<file path="config.mk">
export PLATFORM = sky130hd
export DESIGN_NAME = plic_claim_agent
export DESIGN_NICKNAME = d
export VERILOG_FILES = /design/src/rtl/plic_claim_agent.sv
export SDC_FILE = /design/constraint.sdc
export NUM_CORES = 1
export LEC_CHECK = 0
export CELL_PAD_IN_SITES_DETAIL_PLACEMENT = 0
export CELL_PAD_IN_SITES_GLOBAL_PLACEMENT = 1
export CORE_ASPECT_RATIO = 0.75
export CORE_UTILIZATION = 24
export DETAILED_ROUTE_END_ITERATION = 6
export HOLD_SLACK_MARGIN = 0.1
export PLACE_DENSITY_LB_ADDON = 0.1
export SYNTH_ARGS = -nofsm -noshare
export SYNTH_HDL_FRONTEND = slang
export SYNTH_SLANG_ARGS = --single-unit
</file>
<file path="constraint.sdc">
create_clock -name clk_i -period 1.96 [get_ports clk_i]
set_clock_uncertainty 0.1 [all_clocks]
set_input_delay 0.392 -clock clk_i [delete_from_list [all_inputs] [get_ports clk_i]]
set_output_delay 0.392 -clock clk_i [all_outputs]
set_load 0.005 [all_outputs]
</file>
<file path="src/rtl/plic_claim_agent.sv">
// Hart-side PLIC claim/complete initiator: claims an ID over APB4 from CLAIMCOMP,
// hands it to a local handler, and writes it back once the handler reports done.
module plic_claim_agent #(
  parameter logic [31:0] BASE_ADDR   = 32'h0000_0000,
  parameter int          IRQ_WIDTH   = 5,
  parameter int          TIMEOUT_CYC = 255
) (
  input  logic                 clk_i,
  input  logic                 rst_i,
  input  logic                 en_i,
  input  logic                 ext_irq_i,
  output logic [31:0]          paddr_o,
  output logic [2:0]           pprot_o,
  output logic                 psel_o,
  output logic                 penable_o,
  output logic                 pwrite_o,
  output logic [31:0]          pwdata_o,
  output logic [3:0]           pstrb_o,
  input  logic                 pready_i,
  input  logic [31:0]          prdata_i,
  input  logic                 pslverr_i,
  output logic                 irq_valid_o,
  output logic [IRQ_WIDTH-1:0] irq_id_o,
  input  logic                 irq_ready_i,
  input  logic                 done_i,
  output logic                 busy_o,
  output logic                 err_o,
  output logic [7:0]           spur_cnt_o
);

  localparam int              CW         = (TIMEOUT_CYC <= 255) ? 8 : $clog2(TIMEOUT_CYC + 1);
  localparam logic [31:0]     CLAIM_ADDR = BASE_ADDR + 32'h24;
  localparam logic [CW-1:0]   TO_LAST    = CW'(TIMEOUT_CYC - 1);

  typedef enum logic [2:0] {
    IDLE, CLM_SETUP, CLM_ACCESS, DELIVER, SERVICE, CMP_SETUP, CMP_ACCESS
  } state_e;

  state_e               state_q;
  logic [CW-1:0]        cnt_q;
  logic [31:0]          paddr_q;
  logic [31:0]          pwdata_q;
  logic [3:0]           pstrb_q;
  logic                 psel_q;
  logic                 penable_q;
  logic                 pwrite_q;
  logic                 irq_valid_q;
  logic [IRQ_WIDTH-1:0] irq_id_q;
  logic                 err_q;
  logic [7:0]           spur_q;

  logic                 to_hit;
  logic [IRQ_WIDTH-1:0] rd_id;
  logic                 unused_prdata;

  assign to_hit        = (TIMEOUT_CYC != 0) && (cnt_q == TO_LAST);
  assign rd_id         = prdata_i[IRQ_WIDTH-1:0];
  assign unused_prdata = ^prdata_i[31:IRQ_WIDTH];

  always_ff @(posedge clk_i or posedge rst_i) begin
    if (rst_i) begin
      state_q     <= IDLE;
      cnt_q       <= '0;
      paddr_q     <= '0;
      pwdata_q    <= '0;
      pstrb_q     <= '0;
      psel_q      <= 1'b0;
      penable_q   <= 1'b0;
      pwrite_q    <= 1'b0;
      irq_valid_q <= 1'b0;
      irq_id_q    <= '0;
      err_q       <= 1'b0;
      spur_q      <= '0;
    end else begin
      err_q <= 1'b0;
      case (state_q)
        IDLE: begin
          if (en_i && ext_irq_i) begin
            state_q  <= CLM_SETUP;
            cnt_q    <= '0;
            psel_q   <= 1'b1;
            pwrite_q <= 1'b0;
            paddr_q  <= CLAIM_ADDR;
            pstrb_q  <= 4'b0000;
          end
        end
        CLM_SETUP: begin
          state_q   <= CLM_ACCESS;
          penable_q <= 1'b1;
        end
        DELIVER: begin
          if (irq_ready_i) begin
            irq_valid_q <= 1'b0;
            if (done_i) begin
              state_q  <= CMP_SETUP;
              cnt_q    <= '0;
              psel_q   <= 1'b1;
              pwrite_q <= 1'b1;
              paddr_q  <= CLAIM_ADDR;
              pwdata_q <= 32'(irq_id_q);
              pstrb_q  <= 4'b1111;
            end else begin
              state_q <= SERVICE;
            end
          end
        end
        SERVICE: begin
          if (done_i) begin
            state_q  <= CMP_SETUP;
            cnt_q    <= '0;
            psel_q   <= 1'b1;
            pwrite_q <= 1'b1;
            paddr_q  <= CLAIM_ADDR;
            pwdata_q <= 32'(irq_id_q);
            pstrb_q  <= 4'b1111;
          end
        end
        CMP_SETUP: begin
          state_q   <= CMP_ACCESS;
          penable_q <= 1'b1;
        end
        CLM_ACCESS, CMP_ACCESS: begin
          // pready wins over a timeout landing in the same cycle
          if (pready_i || to_hit) begin
            psel_q    <= 1'b0;
            penable_q <= 1'b0;
            pwrite_q  <= 1'b0;
            paddr_q   <= '0;
            pwdata_q  <= '0;
            pstrb_q   <= '0;
            state_q   <= IDLE;
            if (!pready_i || pslverr_i) begin
              err_q <= 1'b1;
            end else if (state_q == CLM_ACCESS) begin
              if (rd_id == '0) begin
                if (spur_q != 8'hFF) spur_q <= spur_q + 8'd1;
              end else begin
                irq_id_q    <= rd_id;
                irq_valid_q <= 1'b1;
                state_q     <= DELIVER;
              end
            end
          end else begin
            cnt_q <= cnt_q + 1'b1;
          end
        end
        default: state_q <= IDLE;
      endcase
    end
  end

  assign paddr_o     = paddr_q;
  assign pprot_o     = 3'b000;
  assign psel_o      = psel_q;
  assign penable_o   = penable_q;
  assign pwrite_o    = pwrite_q;
  assign pwdata_o    = pwdata_q;
  assign pstrb_o     = pstrb_q;
  assign irq_valid_o = irq_valid_q;
  assign irq_id_o    = irq_id_q;
  assign busy_o      = (state_q != IDLE);
  assign err_o       = err_q;
  assign spur_cnt_o  = spur_q;

endmodule

</file>
==> results by stage <==
Run status:
- The run finished, with violations left.
- The final reports fail on negative setup slack.

Placed design:
- The worst setup slack after placement is -0.514 ns.
- The congestion estimate from routability-driven global placement came to around 0.75.
- Summing all placed instances gives a cell area of 0.00279 mm².
- Counting tap cells, the placed design contains a total of roughly 420 instances.
- Detailed placement finished with a half-perimeter wire length of around 3.8 mm.
- In this run the tool buffered the top-level ports with between 40 and 50 buffer cells.

Routing:
- The iteration-0 DRC count of the detailed router is 66.
- Wire segments on met2 add up to 2.19 mm in the final route.
- In the routed design, unresolved DRC markers number 0.
- Wire segments on met3 add up to 263 µm in the final route.
- The iteration count of the initial detailed-routing pass is 6.
- The aggregate routed wire length is between 5 and 6 mm.
- For this block, wires on met1 add up to approximately 2.7 mm.
- The per-cell via count in the routed design is 3.83.
- The routed layout has 1673 vias.
- In this run the top signal layer used is met4.
- The routed length per placed instance is between 10 and 15 µm.
- The number of nets with antenna violations after routing is 0.

Setup path:
- The critical path arrival is ~2.1 ns.
- The worst setup path is captured at a flop.
- Measured in cells, the most critical reg-to-reg path has a length of 7.
- Traced cell by cell, the critical path runs through buf_6 > buf_6 > or3b_4 > nor4_4 > o21ai_4 > nor4_2 > xor2_1.
- By instance count, the cell type seen most on the critical path is buf_6.
- The critical path data required time is just over 2 ns.
- The kind of start point of the critical path is a flop.
- The biggest fanout along the worst timing path is 5.
- The number of buffers and inverters on the critical path is 2.
- In this design, the stage delay of the slowest critical-path cell is around 0.42 ns.
- The number of logic stages on the critical path including buffering is 7.
- The critical path in this run is classified as reg2reg.
- The slowest stage of the critical path belongs to the cell or3b_4.
- On the critical path the largest part of the delay comes from simple AND/OR/NAND/NOR gates.

Logic synthesis:
- The synthesized design contains 36 register bits.
- Yosys attributes the largest share of cell area to dfrtp_1, buf_4, mux2_2.
- The cell type contributing the most total cell area after synthesis is dfrtp_1.
- The sequential element share of the synthesized area is 0.402.
- Synthesis handed over a netlist of ~230 instances.
- The number of enable-type register cells in the synthesized netlist is 0.
- The predominant post-synthesis flop cell is dfrtp_1.
- For this run, the number of Yosys warnings is 0.
- A synthesized cell averages 9.69 µm².
- The area fraction of the dominant cell type after synthesis is 0.402.
- The share of synthesized flip-flops with an asynchronous set or reset is 1.00.
- The cell area that synthesis handed to floorplanning was about 0.0022 mm².
- The number of distinct library cell variants in the gate-level netlist after synthesis is between 40 and 50.

Worst hold path:
- The number of cells on the worst hold path is 2.
- The min-delay analysis places its worst path in the category in2reg.

STA:
- The smallest clock period supported by the final layout is computed as just under 2 ns.
- The worst path setup slack after routing is -0.0129 ns.
- The number of max-slew violations in the final report came to 0.
- The fmax is roughly 510 MHz.
- Hold timing on the final database bottoms out at a slack of slightly above 0.3 ns.
- The final-report hold violation count is 0.
- Dividing the final minimum period by the clock period gives 1.01.
- In the final timing run, aggregate negative setup slack is -0.0400 ns.
- Setup repair after global routing could not meet its margin everywhere.
- Setup violations remaining at the end of the flow were counted as 4.

Power and ir drop:
- In this run the power density over the cells is 1230 mW/mm².
- IR analysis of the VDD net gives a maximum drop of between 0.0004 and 0.0005 V.
- The overall power of the completed layout is just under 4 mW.
- Summed over all cells, the static leakage comes to between 1 and 1.5 nW.

CTS:
- CTS saw 36 sinks.
- The maximum number of buffers from clock root to sink is 2.
- For the worst-skew pair, the clock arrives at the later sink with an insertion delay of approximately 0.28 ns.
- The number of clock buffers inserted by TritonCTS is 5.
- The number of H-tree levels is 2.
- The master cell of the clock root buffer is clkbuf_16.
- TritonCTS built the clock tree.
- Clock-pin slew was measured on the worst setup and hold paths at roughly 0.060 ns.

Final layout:
- Of the cells placed in the final design, the portion with a size suffix greater than 1 is 0.252.
- Compared with the post-synthesis result, the final layout area differs by 39.7%.
- At the end of the flow the core is filled with cells to 0.346.
- The layout has between 900 and 1000 filler cells.
- The final instance area is ~0.0031 mm².
- The number of inserted diodes is 0.
- The net count of the finished layout is 351.
- The final non-filler cell total is 437.

Floorplanning:
- The effective utilization at floorplan is 0.247.
- Pin placement for this block handled 130 I/O pins.
- In this run the core area contains 30 standard-cell rows.
- From bottom edge to top edge, the die measures 85.6 µm.
- The region available for standard cell placement spans 0.00905 mm².
- The width of the chip is between 100 and 150 µm.
- The floorplan die area is around 0.01 mm².

GRT:
- The global-route wire length before repair is approximately 8 mm.
- Summed over all layers, the global routing overflow is 0.
- The maximum number of pins on one net before global-route repair is 37.
- The number of global-route vias before repair is 1523.
- The initial antenna violation count is 0.
- Across every metal layer, demand over resource in global routing totals 0.110.

Run:
- The number of max-cap violations is 0.
## cell families (layout without fill, tap and decap cells)
logic type	count (synthesis)	in the layout	synth area share
buf+inv	76	95	0.238
simple gates	64	64	0.161
compound gates	36	36	0.115
flops	36	36	0.402
xor+xnor	8	8	0.0313
mux	7	7	0.0347
fa+ha+maj	3	3	0.0168
other cells	1	60	0.00168
## sequential cells by signal, summed over array words and instances, names as in the netlist
name and cells:
pstrb_o 1, spur_cnt_o 8, cnt_q 8, pwrite_o 1, irq_valid_o 1, psel_o 1
pwdata_o 5, paddr_o 1, state_q 3, penable_o 1, err_o 1, irq_id_o 5
## power breakdown
part | internal [mW] | switching [mW]
clock | 0.599 | 0.319
sequential | 0.968 | 0.165
combinational | 1.02 | 0.772
total | 2.59 | 1.26
## layer usage
metal | vias to the layer above | track usage
li1 | 819 | -
met3 | 4 | 0.0360
met4 | 0 | 0.0287
met1 | 797 | 0.162
met5 | - | 0
met2 | 53 | 0.153
## Yosys cell counts, drive strengths merged, types with 2 or more instances
cell type,count
a22o,6
nand2,16
buf,67
xnor2,3
nor2,14
inv,8
nand2b,4
mux2,6
nand3b,2
nor4,2
nor3,4
o21ai,10
nand4,2
dfrtp,36
xor2,5
or4,3
ha,3
and3,3
nand3,5
o2111ai,2
or3,4
o21a,2
a21oi,8
## cell type report
cell class,instances,area (µm²),share of cell area
clock buffers,6,129,0.0412
multi-input cells,178,1150,0.368
flip-flops and latches,36,903,0.289
clock inverters,2,35.0,0.0112
well taps,128,160,0.0512
repair buffers,79,718,0.230
inverters,8,30.0,0.00960
## placed cells by master (no fill, tap or decap), types with 2 or more instances in the layout
cell / count
conb_1: 60
clkdlybuf4s50_1: 36
dfrtp_1: 34
buf_4: 32
nand2_1: 16
nor2_1: 11
inv_1: 7
a21oi_1: 6
o21ai_0: 6
a22o_1: 6
xor2_1: 5
clkbuf_16: 5
nand3_1: 4
dlygate4sd2_1: 4
buf_6: 4
nand2b_2: 3
or3_1: 3
and3_1: 3
mux2_2: 3
xnor2_1: 3
nor2_2: 3
mux2_4: 3
ha_1: 3
nand4_1: 2
o2111ai_4: 2
or4_1: 2
o21ai_1: 2
nand3b_1: 2
a21oi_2: 2
o21a_1: 2
nor3_1: 2
dfrtp_2: 2
## timing repair
action	4_1_cts	5_1_grt
gates resized for setup	16	25
pin swaps	10	4
hold buffers	0	0
endpoints found under the setup margin	20	25
buffers inserted	4	1
## worst paths after layout
| kind | slack [ns] | start | end |
|---|---|---|---|
| min in group asynchronous | 0.36 | rst_i | cnt_q[6] |
| hold reg to reg | 0.38 | irq_valid_o | irq_valid_o |
| hold / removal | 0.30 | prdata_i[3] | irq_id_o[3] |
| max in group asynchronous | 1.20 | rst_i | state_q[2] |
| setup reg to reg | -0.01 | state_q[0] | spur_cnt_o[5] |
| setup / recovery | -0.01 | state_q[0] | spur_cnt_o[5] |
(Power assumes the default switching activity.)
